<file path="src/rtl/multi_tone_gen.sv">
// multi_tone_gen: time-multiplexed NUM_CH-channel tone mixer feeding the PWM DAC.
// Optional per-channel attenuation is built when MULTI_TONE_GEN_VOLUME_EN is defined.
module multi_tone_gen #(
  parameter int NUM_CH  = 4,
  parameter int CODE_W  = 10,
  parameter int PHASE_W = 24,
  localparam int LOG_CH = $clog2(NUM_CH),
  localparam int CH_W   = (LOG_CH < 1) ? 1 : LOG_CH
) (
  input  logic               clk,
  input  logic               rst_n,
  input  logic               next_sample,
  input  logic               cfg_we,
  input  logic [CH_W-1:0]    cfg_ch,
  input  logic [PHASE_W-1:0] cfg_fcw,
  input  logic [1:0]         cfg_mode,
  input  logic               cfg_en,
  input  logic               cfg_phase_rst,
  input  logic [1:0]         cfg_vol,
  output logic [CODE_W-1:0]  code,
  output logic               busy,
  output logic               overrun
);

  localparam int ACC_W = CODE_W + LOG_CH;

  typedef enum logic [1:0] {
    IDLE,
    ACCUM,
    DONE
  } state_e;

  state_e             state_q;
  logic [CH_W-1:0]    idx_q;
  logic [ACC_W-1:0]   acc_q;
  logic [CODE_W-1:0]  code_q;
  logic               busy_q;
  logic               ovr_q;

  logic [PHASE_W-1:0] phase_q [NUM_CH];
  logic [PHASE_W-1:0] fcw_q   [NUM_CH];
  logic [1:0]         mode_q  [NUM_CH];
  logic [NUM_CH-1:0]  en_q;

  logic [CODE_W:0]    p_hi;
  logic [CODE_W-1:0]  tri_t;
  logic [CODE_W-1:0]  samp_d;
  logic               wr;
  logic               step;

  assign wr   = cfg_we && (int'(cfg_ch) < NUM_CH);
  assign step = (state_q == ACCUM);

`ifdef MULTI_TONE_GEN_VOLUME_EN
  logic [1:0] vol_q [NUM_CH];
`else
  logic unused_vol;
  assign unused_vol = ^cfg_vol;
`endif

  // MSB plus the CODE_W bits below it cover saw, triangle and square
  always_comb begin
    p_hi   = phase_q[idx_q][PHASE_W-1 -: CODE_W+1];
    tri_t  = p_hi[CODE_W-1:0];
    samp_d = '0;
    if (en_q[idx_q]) begin
      unique case (mode_q[idx_q])
        2'b00:   samp_d = {CODE_W{p_hi[CODE_W]}};
        2'b01:   samp_d = p_hi[CODE_W:1];
        2'b10:   samp_d = p_hi[CODE_W] ? ~tri_t : tri_t;
        default: samp_d = '0;
      endcase
    end
`ifdef MULTI_TONE_GEN_VOLUME_EN
    samp_d = samp_d >> vol_q[idx_q];
`endif
  end

  always_ff @(posedge clk or negedge rst_n) begin
    if (!rst_n) begin
      state_q <= IDLE;
      idx_q   <= '0;
      acc_q   <= '0;
      code_q  <= '0;
      busy_q  <= 1'b0;
      ovr_q   <= 1'b0;
    end else begin
      if (next_sample && state_q != IDLE)
        ovr_q <= 1'b1;
      unique case (state_q)
        IDLE: begin
          if (next_sample) begin
            acc_q   <= '0;
            idx_q   <= '0;
            busy_q  <= 1'b1;
            state_q <= ACCUM;
          end
        end
        ACCUM: begin
          acc_q <= acc_q + ACC_W'(samp_d);
          idx_q <= idx_q + 1'b1;
          if (idx_q == CH_W'(NUM_CH - 1))
            state_q <= DONE;
        end
        DONE: begin
          code_q  <= CODE_W'(acc_q >> LOG_CH);
          busy_q  <= 1'b0;
          state_q <= IDLE;
        end
        default: state_q <= IDLE;
      endcase
    end
  end

  // Config write is ordered after the step so it wins a same-cycle clash
  always_ff @(posedge clk or negedge rst_n) begin
    if (!rst_n) begin
      for (int i = 0; i < NUM_CH; i++) begin
        phase_q[i] <= '0;
        fcw_q[i]   <= '0;
        mode_q[i]  <= '0;
`ifdef MULTI_TONE_GEN_VOLUME_EN
        vol_q[i]   <= '0;
`endif
      end
      en_q <= '0;
    end else begin
      for (int i = 0; i < NUM_CH; i++) begin
        if (step && idx_q == CH_W'(i) && en_q[i])
          phase_q[i] <= phase_q[i] + fcw_q[i];
        if (wr && cfg_ch == CH_W'(i)) begin
          fcw_q[i]  <= cfg_fcw;
          mode_q[i] <= cfg_mode;
          en_q[i]   <= cfg_en;
`ifdef MULTI_TONE_GEN_VOLUME_EN
          vol_q[i]  <= cfg_vol;
`endif
          if (cfg_phase_rst)
            phase_q[i] <= '0;
        end
      end
    end
  end

  assign code    = code_q;
  assign busy    = busy_q;
  assign overrun = ovr_q;

endmodule

</file>
<file path="config.mk">
export PLATFORM = sky130hd
export DESIGN_NAME = multi_tone_gen
export DESIGN_NICKNAME = d
export VERILOG_FILES = /design/src/rtl/multi_tone_gen.sv
export SDC_FILE = /design/constraint.sdc
export NUM_CORES = 1
export LEC_CHECK = 0
export BUFFER_PORTS_ARGS = -buffer_cell sky130_fd_sc_hd__buf_2
export CORE_MARGIN = 2
export CORE_UTILIZATION = 47
export CTS_BUF_LIST = sky130_fd_sc_hd__clkbuf_4 sky130_fd_sc_hd__clkbuf_8
export DETAILED_ROUTE_END_ITERATION = 12
export MAX_ROUTING_LAYER = met4
export SYNTH_ARGS = -nofsm -noshare
export SYNTH_HDL_FRONTEND = slang
export SYNTH_SLANG_ARGS = --single-unit
</file>
<file path="constraint.sdc">
create_clock -name clk -period 4.8 [get_ports clk]
set_clock_uncertainty 0.05 [all_clocks]
set_input_delay 0.24 -clock clk [delete_from_list [all_inputs] [get_ports clk]]
set_output_delay 0.24 -clock clk [all_outputs]
set_load 0.02 [all_outputs]
</file>
Word level (Yosys, flattened, before mapping)
Index checks and enable logic that the tools add are counted.
Word-level totals
  register bits after elaboration: 232
  input bits: 36
  output and inout bits: 12
  logic and storage cells: 99
Operators by class
  add/sub/neg operators: 6
  order comparisons: 2
  eq/ne operators: 12
  muxes and demuxes: 32
  bitwise operators: 2
  reduce and logical (&&, ||, !) cells: 23
Operators by type and width (number)
  $mux W24: 14
  $add A24 B24 Y24: 4
  $bmux W24 S2: 1
  $pmux W10 S3: 1
  $pmux W12 S2: 1
  $mux W10: 2
  $logic_and A1 B1 Y1: 13
  $add A12 B10 Y12: 1
  $eq A2 B2 Y1 const B: 6
  $mux W12: 1
  $mux W2: 5
  $not A10 Y10: 1
  $eq A2 B1 Y1 const B: 4
  $logic_not A2 Y1: 4
  $pmux W2 S2: 2
  $reduce_and A2 Y1: 3
  $reduce_bool A2 Y1: 3
  $bmux W2 S2: 1
  $ge A3 B3 Y1 const B: 1
  $lt A2 B3 Y1 const B: 1
  $not A2 Y3: 1
  $add A2 B1 Y2 const B: 1
  $bmux W1 S2: 1
  $mux W1: 2
  3 further kinds: 3

Logic depth before layout (Yosys ltp)
Gate-level depths: netlist of run 1.
  word-level depth: 10
  mapped depth: 21

Worst setup path after synthesis of run 1
Ideal clock, no wire load.
  path type: reg-to-reg
  start point: register idx_q[1]
  end point: register acc_q[10]
  library setup time: 118 ps
  arrival time: 3980 ps
  data required time: 4632 ps
  slack: 652 ps
  stages on the path, launching flop included: 17
  buffers on the path: 2
  cells stage by stage: dfrtp_1 -> clkbuf_1 -> buf_1 -> mux2_2 -> o21ai_1 -> nor2_1 -> ha_1 -> fa_1 -> a21o_1 -> a21oi_1 -> o21bai_1 -> a21oi_1 -> o21bai_1 -> nand4_1 -> nor4bb_1 -> nor3_1 -> a21o_1
On the way
  word-level cells in the longest chain between the ends: 10
  elaborated cells between the ends (all ways): 18
  classes of those cells: add/sub: 1; eq/ne: 2; mux: 12; bitwise: 2; reduce/logical: 1
Ends and longest elaborated chain
  from (decl): line 34  | logic [CH_W-1:0] idx_q;
  from (signal assigned): line 101  | idx_q <= idx_q + 1'b1;
  $not A2 Y3 (not written as such): line 63, 67
  $bmux W24 S2: line 63  | p_hi = phase_q[idx_q][PHASE_W-1 -: CODE_W+1];
  $mux W24 (not written as such) (2 in a row): line 63
  $not A10 Y10: line 70  | 2'b10: samp_d = p_hi[CODE_W] ? ~tri_t : tri_t;
  $mux W10: line 70
  $pmux W10 S3: line 67  | unique case (mode_q[idx_q])
  $mux W10 (*): line 66  | if (en_q[idx_q]) begin
  $add A12 B10 Y12 (*): line 100  | acc_q <= acc_q + ACC_W'(samp_d);
  $pmux W12 S2 (*): line 90  | unique case (state_q)
  to (signal assigned): line 100
  to (decl): line 35  | logic [ACC_W-1:0] acc_q;
Mark *: on every way between the ends. The rest lies on a longest branch, timed or not. The select of a mux whose other input is x is not followed.
A chain may end at the register's enable or synchronous reset.

Final worst setup path of run 1
  start point: register idx_q[0]
  end point: register acc_q[10]
The elaborated chain is that of the path after synthesis.

==> impl_results.md, run 1 <==
- MaxCap Viol Count: 0
- Status: finished clean
- Clk_lat worst skew: about 0.56 ns
- Slew Limit Fails: 0
- Worst R2R End: acc_q[10]
- Synth area leader: dfrtp_1
- CTS sink cnt: 232
- Port Buf Inserts: 45
- Dpl cell area: 0.0149 sq mm
- Final hold vios: 0
- Leading cell type in the layout, fill and taps excluded: dfrtp_1
- DRT Wirelength: ~36 mm
- Most used DFF post-synth: dfrtp_1
- Synth top area share: 40.8%
- Worst path cell trace: mux4_2 > xor2_1 > nor2_1 > a21oi_1 > nor2_1 > ha_1 > fa_1 > a21o_1 > a21oi_1 > o21bai_1 > a21oi_1 > o21bai_1 > nand4_1 > nor4bb_1 > nor3_1 > a21o_1
- Initial antenna violation count: 0
- Most frequent CP cell: a21oi_1
- CP max FO: 12
- Finished Layout Cells: 1947
- Pleak: between 7 and 8 nW
- P per Cell Area: 631 mW/mm^2
- Remaining global-route overflow: 0
- Worst setup SP type: flip-flop
- Core Util, Final: 54.4%
- Syn_area_per_cell: 9.85 sq um
- CTS tree: built
- RSZ-0062 raised after global routing: no
- Buf/Inv on CP: 0
- Die Ht: roughly 180 um
- Most frequent cells in the layout: dfrtp_1, nand2_1, a21oi_1
- Reg2reg setup slack: 0.53 ns
- CTS Buf Count: 45
- RePlAce Congestion: roughly 0.9
- Vias per cell: between 5 and 6
- Reg2reg start: idx_q[0]
- DRT antenna net count: 0
- CP max-delay cell: mux4_2
- H-tree levels: 2
- I/O pins: 48
- CTS root buf: clkbuf_8
- Maximum vdd ir drop: 255 uV
- Nets@finish: ~1700
- CTS resizes: 0
- Sequential fraction of the synthesis area: 40.8%
- Maximum clock frequency: 0.234 GHz
- Pin count of the biggest net entering global routing: 132
- R2R depth: 16
- ANT cells: 0
- Asr flop ratio synth: 100%
- Via count: 11100
- HP Class: in -> reg
- Worst Path Arrival: 4.66 ns
- Fraction of layout cells with a size suffix above 1: between 10% and 20%
- Initial DRT Pass Iterations: 4
- Mapped Cells: about 1400
- Place WS: 0.541 ns
- Clock transition at the registers of the reported paths: about 0.06 ns
- Synth cell types: 68
- Crit share post-route: 88.9%
- Syn Std Cell Area: 0.0142 sq mm
- Initial Util: ~48%
- Core box area: 0.0297 sq mm
- Power after layout: a little over 10 mW
- Die ar.: 0.0317 sq mm
- #FFs+latches synth: 232
- DP Wirelength: 25.2 mm
- Synth Warn #: 0
- Setup-failing EPs final: 0
- Initial DRC Count: approximately 630
- Routed wire per std cell: 18.2 um
- Num rows: 63
- Synth area leaders: dfrtp_1, mux2_2, ha_1
- Worst Max-Slew Pin Slew: 1.14 ns
- Synth Net Count: between 1500 and 2000
- Die width: roughly 180 um
- First-pass GRT wire length: around 57 mm
- Post-Place Cells: about 1800
- Tot GR Track Use: 23.5%
- Worst-case hold slack: roughly 0.032 ns
- Crit. End Element: flip-flop
- Setup_tns: 0 ns
- Crit. path cell count: 16
- Worst path max stage delay: approximately 0.75 ns
- Setup ws final: 0.532 ns
- Crit-path leading delay family: compound AO/OA/AOI/OAI gates
- Post-synth EDFFs: 0
- Number of global-route vias before repair: ~11000
- Fin area: 0.0162 sq mm
- CP Class: reg -> reg
- Area added between synthesis and finish: 13.5%
- Post-CTS Setup Inserts: 0
- Rel. slew slack: 23.8%
- Req. time, crit path: 5.19 ns
- Fin crit period: 4.27 ns
- Clk buf depth: 3
- Critical Path End: acc_q[10]
- # DRC: 0
- Critical path launch point: idx_q[0]
[worst min-delay path: cells and delay by family]
family / cells / cell delay [ns]
buffers and inverters: 1 / 0.14
AOI/OAI and AO/OA: 2 / 0.12
and+or+nand+nor: 1 / 0.09
[where the power goes]
| group | total (mW) | leakage [nW] | internal, mW | switching [mW] |
|---|---|---|---|---|
| clock | 2.16 | 0.524 | 1.30 | 0.859 |
| combinational | 4.99 | 4.03 | 2.22 | 2.77 |
| sequential | 3.05 | 2.89 | 2.56 | 0.494 |
[synth_stat cells, drive strengths merged, types with 6 or more instances]
master	n
nor3	31
a31oi	24
mux4	12
or3	11
o21ai	62
nor2b	12
o21bai	19
and2	9
xor2	33
mux2	121
dfrtp	232
a21oi	165
a211oi	21
buf	6
nand2	190
mux2i	8
nand3	21
ha	106
and3	14
nor2	89
a21o	39
inv	20
o21a	10
nand2b	10
clkbuf	49
xnor2	51
nand4	13
[how the worst min path moves through the flow]
stage,start,endpoint,slack [ns],depth (start not counted)
global placement,rst_n,code[0],0.28,1
CTS,cfg_fcw[10],fcw_q[34],0.002,2
floorplan,rst_n,acc_q[0],-0.11,0
finish,cfg_phase_rst,phase_q[91],0.03,4
global route,cfg_fcw[19],fcw_q[19],0.04,2
detailed placement,rst_n,code[0],0.28,1
[registers in the layout, summed over array words and instances, names as in the netlist]
signal and count:
fcw_q 96, phase_q 96, acc_q 12, code 10
mode_q 8, en_q 4, idx_q 2, state_q 2
busy 1, overrun 1
[layout make-up]
| cell class | instances | area [sq um] |
|---|---|---|
| sequential | 232 | 5810 |
| multi-input combinational | 1138 | 8150 |
| inverter | 20 | 75.1 |
| clock buffer | 76 | 958 |
| timing repair buffer | 89 | 648 |
| clock inverter | 2 | 37.5 |
| tap | 390 | 488 |
| fill | 2720 | 13600 |
[routing by layer]
metal / wire [um] / GRT usage (%)
met5: 0 / -
met4: 1020 / 7.27
met3: 1280 / 3.09
met2: 16700 / 37.7
met1: 16500 / 31.2
[kinds of logic (layout without fill, tap and decap cells)]
| group | after synthesis | in the layout | synth area share [%] |
|---|---|---|---|
| DFF | 232 | 232 | 40.8 |
| adders and majority gates | 111 | 111 | 10.0 |
| muxes | 141 | 141 | 12.0 |
| and+or+nand+nor | 417 | 417 | 13.2 |
| xor gates and xnor gates | 84 | 84 | 5.17 |
| AOI/OAI and AO/OA | 385 | 385 | 16.8 |
| buffers and inverters | 75 | 187 | 2.00 |
[repair_timing]
action	in CTS	in global routing
hold buffers	26	2
hold endpoints to repair	194	3
setup endpoints to repair	0	0
Note: power is estimated with default switching activity, not from simulation.
==> inputs of run 2 (changes only) <==
- CELL_PAD_IN_SITES_DETAIL_PLACEMENT: unset -> 1
- CELL_PAD_IN_SITES_GLOBAL_PLACEMENT: unset -> 1
- PLACE_DENSITY_LB_ADDON: unset -> 0.1
==> impl_results.md, run 2 (same netlist as run 1, synthesis figures left out) <==
- HP Class: in -> reg
- Crit-path leading delay family: compound AO/OA/AOI/OAI gates
- Dpl cell area: 0.0149 sq mm
- Hold-fix buffer count after cts: 19
- Die width: about 180 um
- Post-CTS Setup Inserts: 0
- Maximum clock frequency: between 0.2 and 0.25 GHz
- DRT Wirelength: 40.0 mm
- Most frequent CP cell: a21oi_1
- DRT antenna net count: 0
- MaxCap Viol Count: 0
- Slew Limit Fails: 0
- GRT busiest layer: met2
- Leading cell type in the layout, fill and taps excluded: dfrtp_1
- Fraction of layout cells with a size suffix above 1: 18.8%
- Initial antenna violation count: 3
- Pin count of the biggest net entering global routing: roughly 100
- Nets@finish: 1664
- Final hold vios: 0
- First-pass GRT wire length: about 65 mm
- Die ar.: about 0.032 sq mm
- Area added between synthesis and finish: 12.7%
- Met3 GRT Util: between 3 and 4%
- Crit. End Element: flip-flop
- Status: finished clean
- Crit share post-route: 88.6%
- Routed wire per std cell: 20.6 um
- I/O pins: 48
- GR Layer Usage met1: 33.6%
- RSZ-0062 raised after global routing: no
- Initial DRT Pass Iterations: 4
- Worst setup SP type: flip-flop
- H-tree levels: 2
- CTS Buf Count: 43
- CP max-delay cell: mux4_2
- DP Wirelength: 28.9 mm
- RePlAce Congestion: ~0.86
- Worst Path Arrival: 4.63 ns
- Core box area: 0.0297 sq mm
- Setup_tns: 0 ns
- Setup-failing EPs final: 0
- Post-Place Cells: 1841
- Buf/Inv on CP: 1
- Biggest regs: fcw_q x96, phase_q x96, acc_q x12
- Number of global-route vias before repair: 12100
- CTS tree: built
- Worst path cell trace: buf_4 > mux4_2 > nand2_1 > xor2_1 > nor2_1 > a21oi_1 > nor2_1 > ha_1 > fa_1 > a21o_1 > a21oi_1 > o21bai_1 > a21oi_1 > o21bai_1 > nand4_1 > nor4bb_1 > nor3_1 > a21o_1
- CTS sink cnt: 232
- Clock transition at the registers of the reported paths: 0.06 ns
- Vias per cell: 5.80
- Remaining global-route overflow: 0
- Initial DRC Count: around 470
- Maximum vdd ir drop: 249 uV
- Worst Max-Slew Pin Slew: 1.10 ns
- CP max FO: 5
- Die Ht: 178 um
- CP Class: reg -> reg
- Rel. slew slack: 26.5%
- Power after layout: 10.3 mW
- Clk buf depth: 3
- Initial Util: 47.9%
- Via count: 11200
- Clk_lat worst skew: 0.56 ns
- CTS resizes: 0
- Fin crit period: between 4 and 5 ns
- Pleak: ~7.4 nW
- Most frequent cells in the layout: dfrtp_1, nand2_1, a21oi_1
- # DRC: 0
- Tot GR Track Use: 27.1%
- CTS root buf: clkbuf_8
- Num rows: 63
- Req. time, crit path: between 5 and 6 ns
- Worst path max stage delay: ~0.53 ns
- Finished Layout Cells: 1939
- Port Buf Inserts: 45
- P per Cell Area: around 640 mW/mm^2
- Fin area: 0.0160 sq mm
- Met2 Resource Use GR: 45.9%
run 2: cell count changes in the layout (fill, tap and decap cells not counted), moves of 3 or more:
| cell | delta |
|---|---|
| clkbuf_8 | -7 |
| dlygate4sd3_1 | -7 |
| clkinv_2 | +4 |
| diode_2 | +3 |
run 2: path summary, 6_finish.rpt:
check                                start     endpoint  slack (ns)  depth (start not counted)
worst min-delay path            cfg_fcw[5]    fcw_q[53]        0.03                          2
worst max-delay path              idx_q[0]    acc_q[10]        0.55                         18
worst max register to register    idx_q[0]    acc_q[10]        0.55                         18
min in group asynchronous            rst_n  phase_q[67]        0.22                          2
worst min register to register     overrun      overrun        0.42                          1
max in group asynchronous            rst_n  phase_q[26]        3.34                          3
run 2: stage by stage:
| step | util [%] | hold WS, ns | setup WS (ns) |
|---|---|---|---|
| global route | 54.0 | 0.0162 | 0.322 |
| CTS | 53.9 | 0.00751 | 0.550 |
| finish | 54.0 | 0.0298 | 0.546 |
| floorplan | - | -0.106 | 0.652 |
| detailed placement | 50.1 | 0.231 | 0.607 |
| global placement | 50.1 | 0.232 | 0.689 |
run 2: worst reg2reg max path, stage by stage, from the launching register on:
cell      delay, ns
dfrtp_1        0.51
buf_4          0.23
mux4_2         0.53
nand2_1        0.10
xor2_1         0.16
nor2_1         0.05
a21oi_1        0.14
nor2_1         0.06
ha_1           0.22
fa_1           0.45
a21o_1         0.21
a21oi_1        0.23
o21bai_1       0.09
a21oi_1        0.23
o21bai_1       0.12
nand4_1        0.10
nor4bb_1       0.40
nor3_1         0.09
a21o_1         0.16
run 2: layout make-up:
cell class                 instances  area [sq um]
sequential                       232          5810
fill                            3313         13700
timing repair buffer              82           578
tap                              390           488
multi-input combinational       1138          8150
clock inverter                     6          80.1
antenna                            3          7.51
clock buffer                      68           855
inverter                          20          75.1
run 2: layer usage:
metal,routed length (um),part of all wire [%],up-vias
li1,-,-,5389
met1,17800,45,5613
met2,19700,49,171
met3,1290,3.2,76
met4,1150,2.9,0
met5,0,0,-
run 2: report_power, final:
group	leakage (nW)	internal [mW]	switching, mW
registers	2.89	2.56	0.508
logic	4.00	2.23	2.92
clock network	0.499	1.23	0.864
